[config.mk]
export PLATFORM = sky130hd
export DESIGN_NAME = spi_master_byte
export DESIGN_NICKNAME = d
export VERILOG_FILES = /design/src/rtl/spi_pkg.sv /design/src/rtl/spi_master_byte.sv
export SDC_FILE = /design/constraint.sdc
export NUM_CORES = 1
export LEC_CHECK = 0
export CORE_UTILIZATION = 45
export CTS_CLUSTER_DIAMETER = 60
export CTS_CLUSTER_SIZE = 25
export DETAILED_ROUTE_END_ITERATION = 6
export GPL_TIMING_DRIVEN = 0
export PLACE_DENSITY_LB_ADDON = 0.1
export SLEW_MARGIN = 10
export SYNTH_ARGS = -nofsm -noshare
export SYNTH_HDL_FRONTEND = slang
export SYNTH_SLANG_ARGS = --single-unit
[constraint.sdc]
create_clock -name clk_50 -period 5.71 [get_ports clk_50]
set_input_delay 1.142 -clock clk_50 [delete_from_list [all_inputs] [get_ports clk_50]]
set_output_delay 1.142 -clock clk_50 [all_outputs]
set_load 0.02 [all_outputs]
[src/rtl/spi_pkg.sv]
// spi_pkg: shared FSM encoding, frame width default and nRF24L01 command opcodes.
package spi_pkg;

    localparam int SPI_DATA_W = 8;

    localparam logic [2:0] IDLE      = 3'd0;
    localparam logic [2:0] SETUP     = 3'd1;
    localparam logic [2:0] SHIFT     = 3'd2;
    localparam logic [2:0] DONE      = 3'd3;
    localparam logic [2:0] WAIT_NEXT = 3'd4;
    localparam logic [2:0] HOLD      = 3'd5;
    localparam logic [2:0] GAP       = 3'd6;

    localparam logic [7:0] NRF_R_REGISTER   = 8'h00;
    localparam logic [7:0] NRF_W_REGISTER   = 8'h20;
    localparam logic [7:0] NRF_R_RX_PAYLOAD = 8'h61;
    localparam logic [7:0] NRF_W_TX_PAYLOAD = 8'hA0;
    localparam logic [7:0] NRF_FLUSH_TX     = 8'hE1;
    localparam logic [7:0] NRF_FLUSH_RX     = 8'hE2;
    localparam logic [7:0] NRF_NOP          = 8'hFF;

endpackage

[src/rtl/spi_master_byte.sv]
// spi_master_byte: mode-0, MSB-first SPI byte master advanced by a divider tick enable.
module spi_master_byte
    import spi_pkg::*;
#(
    parameter int DATA_W        = SPI_DATA_W,
    parameter int CSN_GAP_TICKS = 2
) (
    input  logic              clk_50,
    input  logic              rst,
    input  logic              tick,
    input  logic              tx_valid,
    output logic              tx_ready,
    input  logic [DATA_W-1:0] tx_data,
    input  logic              tx_last,
    output logic              rx_valid,
    output logic [DATA_W-1:0] rx_data,
    output logic              busy,
    output logic              sclk,
    output logic              mosi,
    input  logic              miso,
    output logic              csn
);
    localparam int BW = (DATA_W > 1) ? $clog2(DATA_W) : 1;
    localparam logic [BW-1:0] LAST_BIT = BW'(DATA_W - 1);

    logic [2:0]        state;
    logic [BW-1:0]     bit_cnt;
    logic [DATA_W-1:0] tx_sh;
    logic [DATA_W-1:0] rx_sh;
    logic              last;
    logic [3:0]        gap;
    logic              accept;

    assign accept = tx_valid && tx_ready;

    always_ff @(posedge clk_50 or posedge rst) begin
        if (rst) begin
            state    <= IDLE;
            csn      <= 1'b1;
            sclk     <= 1'b0;
            mosi     <= 1'b0;
            tx_ready <= 1'b0;
            rx_valid <= 1'b0;
            rx_data  <= '0;
            busy     <= 1'b0;
            gap      <= '0;
            bit_cnt  <= '0;
            tx_sh    <= '0;
            rx_sh    <= '0;
            last     <= 1'b0;
        end else begin
            rx_valid <= 1'b0;
            case (state)
                IDLE: begin
                    tx_ready <= !accept;
                    if (accept) begin
                        tx_sh <= tx_data;
                        last  <= tx_last;
                        mosi  <= tx_data[DATA_W-1];
                        csn   <= 1'b0;
                        busy  <= 1'b1;
                        state <= SETUP;
                    end
                end
                SETUP: if (tick) begin
                    bit_cnt <= '0;
                    state   <= SHIFT;
                end
                SHIFT: if (tick) begin
                    sclk <= !sclk;
                    if (!sclk)
                        rx_sh <= {rx_sh[DATA_W-2:0], miso};
                    else if (bit_cnt == LAST_BIT)
                        state <= DONE;
                    else begin
                        bit_cnt <= bit_cnt + BW'(1);
                        tx_sh   <= tx_sh << 1;
                        mosi    <= tx_sh[DATA_W-2];
                    end
                end
                DONE: begin
                    rx_valid <= 1'b1;
                    rx_data  <= rx_sh;
                    tx_ready <= !last;
                    state    <= last ? HOLD : WAIT_NEXT;
                end
                WAIT_NEXT: if (accept) begin
                    tx_sh    <= tx_data;
                    last     <= tx_last;
                    mosi     <= tx_data[DATA_W-1];
                    tx_ready <= 1'b0;
                    bit_cnt  <= '0;
                    state    <= SHIFT;
                end
                HOLD: if (tick) begin
                    csn   <= 1'b1;
                    gap   <= 4'(CSN_GAP_TICKS);
                    state <= GAP;
                end
                GAP: if (tick) begin
                    // the tick that drains the counter also reopens the interface
                    gap <= (gap <= 4'd1) ? 4'd0 : gap - 4'd1;
                    if (gap <= 4'd1) begin
                        tx_ready <= 1'b1;
                        busy     <= 1'b0;
                        state    <= IDLE;
                    end
                end
                default: state <= IDLE;
            endcase
        end
    end

endmodule

-- Word-level counts from Yosys, hierarchy flattened
Index checks and enable logic that the tools add are counted.
- register bits: 40
- latch bits: 0
- memory bits (writable): 0
- ROM bits: 0
- bits of input ports: 14
- logic and storage cells: 99
- memories kept: 0
- $add $sub $neg: 2
- multiply operators: 0
- div/mod/pow operators: 0
- order comparisons: 1
- equal/unequal tests: 18
- shift-type cells: 0
- muxes and demuxes: 42
- bitwise logic cells: 1
- reductions and logical operators: 22
- operators with widths (operator ; number):
    3-bit two-way mux ; 14
    7-bit two-way mux ; 4
    3-bit one-hot mux with 7 select lines ; 1
    2-bit inequality test, second input constant ; 10
    7-bit one-hot mux with 2 select lines ; 1
    1-bit two-way mux ; 13
    3-bit equality test, second input constant ; 4
    4-bit two-way mux ; 3
    3-bit one-hot mux with 3 select lines ; 1
    3-bit AND reduction ; 3
    9-bit AND reduction ; 1
    4-bit one-hot mux with 2 select lines ; 1
    4-bit AND reduction ; 2
    2-bit nonzero test ; 4
    3-bit by 2-bit equality test with 1-bit output, second input constant ; 2
    1-bit one-hot mux with 2 select lines ; 3
    6-bit AND reduction ; 1
    5-bit AND reduction ; 1
    4-bit by 1-bit less-or-equal comparator with 1-bit output, second input constant ; 1
    1-bit one-hot mux with 4 select lines ; 1
    2-bit AND reduction ; 2
    4-bit nonzero test ; 1
    4-bit by 1-bit subtractor with 4-bit output, second input constant ; 1
    3-bit by 1-bit adder with 3-bit output, second input constant ; 1
    8 further kinds ; 10

-- Logic depth before layout (Yosys ltp)
- word-level depth: 5
- mapped depth: 8
- gate-level depth less buffers: 6

-- Worst setup path before layout
Ideal clock, no wire load.
- kind: input-to-reg
- start: input port tick
- end: register rx_sh[0]
- arrival time: 1.982 ns
- data required time: 5.585 ns
- slack: 3.603 ns
- stages on the path: 3
- cell sequence: inv_1 -> nor4_4 -> mux2_2
- word-level cells in the longest chain between the ends: 1
- RTL lines (what ; RTL line ; text):
    from (decl) ; spi_master_byte.sv:10 ; input logic tick,
    3-bit AND reduction (no line) ; n/a ;
    to (signal assigned) ; spi_master_byte.sv:72 ; rx_sh <= {rx_sh[DATA_W-2:0], miso};
    to (decl) ; spi_master_byte.sv:29 ; logic [DATA_W-1:0] rx_sh;
Every way passes these cells.
A chain may end at the register's enable or synchronous reset.

-- Worst setup path after layout
- start: register sclk
- end: output port sclk
- RTL lines (what ; RTL line ; text):
    from (decl) ; spi_master_byte.sv:18 ; output logic sclk,
    from (signal assigned) ; spi_master_byte.sv:70 ; sclk <= !sclk;
No word-level cell between the ends.

==> flow_summary.yaml <==
clock_network:
  cts_sinks: 40
  postCtsSetupRepairBufs: 0
  clockBufferDepth: 2
  clk_pin_slew_ns: 0.09
  cts_tree: "done"
  cts_max_level: 2
  ctsResizeCount: 0
  numCtsBuffers: 5
  clk_latency_ns: 0.30
  root_buffer: "clkbuf_8"
  ctsHoldBuffers: 0
timing:
  maxSlewViolCount: 0
  hold_viol_final: 0
  final-setup-viol-count: 0
  fmax_ghz: 0.3827
  whs_ns: 0.4797
  slew_headroom_pct: 58.68
  period_needed_ns: 2.613
  setup_tns_ns: 0
  fin_skew_ns: 0.01044
  worst_pin_slew_ns: 0.6152
  rsz0062_at_grt: "no"
  period_share_pct: 45.76
status:
  status: "finished, final reports clean"
yosys:
  syn_area_per_cell_um2: 10.47
  seq_area_frac_synth_pct: 51.18
  syn-cell-area_mm2: 0.001958
  ys_types: 45
  synth_ff_type: "dfrtp_1"
  synthArstFlopShare_pct: 100.0
  synth-edff-count: 0
  synth_cells: 187
  syn_nets: 205
  synth_warnings: 0
  ys_ff_latch: 40
grt:
  grt_pass1_vias: 1322
  use_met3_pct: 5.167
  top_usage_layer: "met2"
  grt_max_degree: 23
  grt.total_usage_pct: 18.54
  use_met1_pct: 23.23
  grt_first_pass_wirelength_um: 6182
  grt_overflow: 0
  grtUsageMet2_pct: 29.78
  antenna_found_initial: 0
cells_and_area:
  final_common_cell: "dfrtp_1"
  finalNetCount: 240
  syn_to_final_growth_pct: 24.28
  antenna_cells: 0
  drive_gt1_share_pct: 19.28
  fin_cells: 273
  mostFrequentLayoutCells: "39 x dfrtp_1, 31 x nand2_1, 27 x clkdlybuf4s50_1"
worst_setup_path:
  cp_slowest_cell: "clkdlybuf4s50_1"
  critPathMaxFanout: 6
  crit_arrival_ns: 1.47
  end_kind: "primary output"
  worst_setup_path_start_kind: "register"
  cpLargestDelayFamily: "buffers and inverters"
  cp.required_ns: 4.57
  cp_cell_sequence: "clkdlybuf4s50_1"
  crit_type: "reg2out"
  path_buf_inv: 1
  slowest_delay_ns: 0.67
drt:
  drt_iter0_markers: 64
  drtAntennaViolNets: 0
  wl_per_cell_um: 14.35
  drc_errors: 0
  finalWirelength_um: 3918
  vias_per_cell: 5.286
  first_pass_iters: 4
  vias: 1443
run:
  drv_cap: 0
floorplanning:
  num_rows: 23
  start_util_pct: 47.92
  die_w_um: 67.97
  fp.coreArea_mm2: 0.004086
  design.die.area_mm2: 0.004619
  die_y_um: 67.97
  io_pins: 28
place:
  numPortBuffers: 27
  placedCellCount: 265
  gp_congestion: 0.8106
  post-dp-hpwl_um: 2713
power_and_ir_drop:
  p_total_mw: 1.262
  ir_drop_uv: 228.0
  p_leak_nw: 1.105
  power_density_mw_per_mm2: 518.4
min_path:
  hold_class: "reg2reg"
cell type report:
type                            count  area (µm²)
Clock inverter                      3       46.29
Clock buffer                        5       68.82
Buffer                             10       75.07
Inverter                           14       52.55
Tap cell                           50       62.56
Fill cell                         350        1653
Sequential cell                    40        1002
Timing Repair Buffer               28       297.8
Multi-Input combinational cell    123       828.3
metal layers:
layer | part of all wire [%] | vias to the layer above
li1 | - | 709
met1 | 47 | 699
met2 | 48 | 30
met3 | 3.5 | 5
met4 | 1.3 | 0
met5 | 0 | -
worst reg2reg max path: cells and delay by family, from the launching register on:
kind | cells | cell delay (ns)
AO/OA/AOI/OAI | 1 | 0.13
AND/OR/NAND/NOR | 3 | 0.68
flip-flops | 1 | 0.39
buffers and inverters | 2 | 0.27
adder cells (fa/ha/maj) | 2 | 0.41
registers in the layout, summed over array words and instances (netlist names):
signal,cells
gap,4
state,3
tx_sh,7
rx_sh,8
mosi,1
tx_ready,1
last,1
rx_data,8
bit_cnt,3
csn,1
rx_valid,1
sclk,1
busy,1
Yosys cell counts (all sizes together), types with 4 or more instances:
cell    count  share of area (%)
nand2b      4                1.3
nand2      31                5.9
inv        13                2.5
nor3        4                1.0
nor2       10                1.9
o22ai       8                2.6
dfrtp      39                 50
mux2       10                5.8
buf         8                2.9
ha          4                2.6
o21ai       7                1.8
a21oi      15                5.2
kinds of logic after synthesis:
| logic type | Yosys count | share of synthesized area [%] |
|---|---|---|
| xor gates and xnor gates | 2 | 0.8947 |
| adders and majority gates | 4 | 2.556 |
| muxes | 11 | 6.262 |
| buffers and inverters | 24 | 6.517 |
| DFF | 40 | 51.18 |
| AOI/OAI and AO/OA | 42 | 15.46 |
| and+or+nand+nor | 64 | 17.13 |
final timing paths:
check / start / depth (start not counted) / endpoint / slack (ns)
setup / recovery: sclk / 1 / sclk / 3.10
hold / removal: rx_data[6] / 2 / rx_data[6] / 0.48
setup reg to reg: bit_cnt[0] / 8 / tx_sh[2] / 3.77
hold reg to reg: rx_data[6] / 2 / rx_data[6] / 0.48
max in group asynchronous: rst / 3 / bit_cnt[1] / 4.09
min in group asynchronous: rst / 2 / tx_sh[6] / 1.16
power by group:
group	switching (mW)	total, mW	internal [mW]
clock	0.106	0.238	0.132
sequential	0.0829	0.477	0.394
combinational	0.288	0.547	0.259
metrics by stage:
stage / setup slack, ns / cell area (µm²) / util, %
CTS: 3.087 / 2434 / 59.55
detailed placement: 2.873 / 2318 / 56.74
global placement: 2.819 / 2291 / 56.06
floorplan: 3.603 / 1958 / -
global route: 3.055 / 2434 / 59.55
finish: 3.097 / 2434 / 59.55
Power figures use the tool's default switching activity.
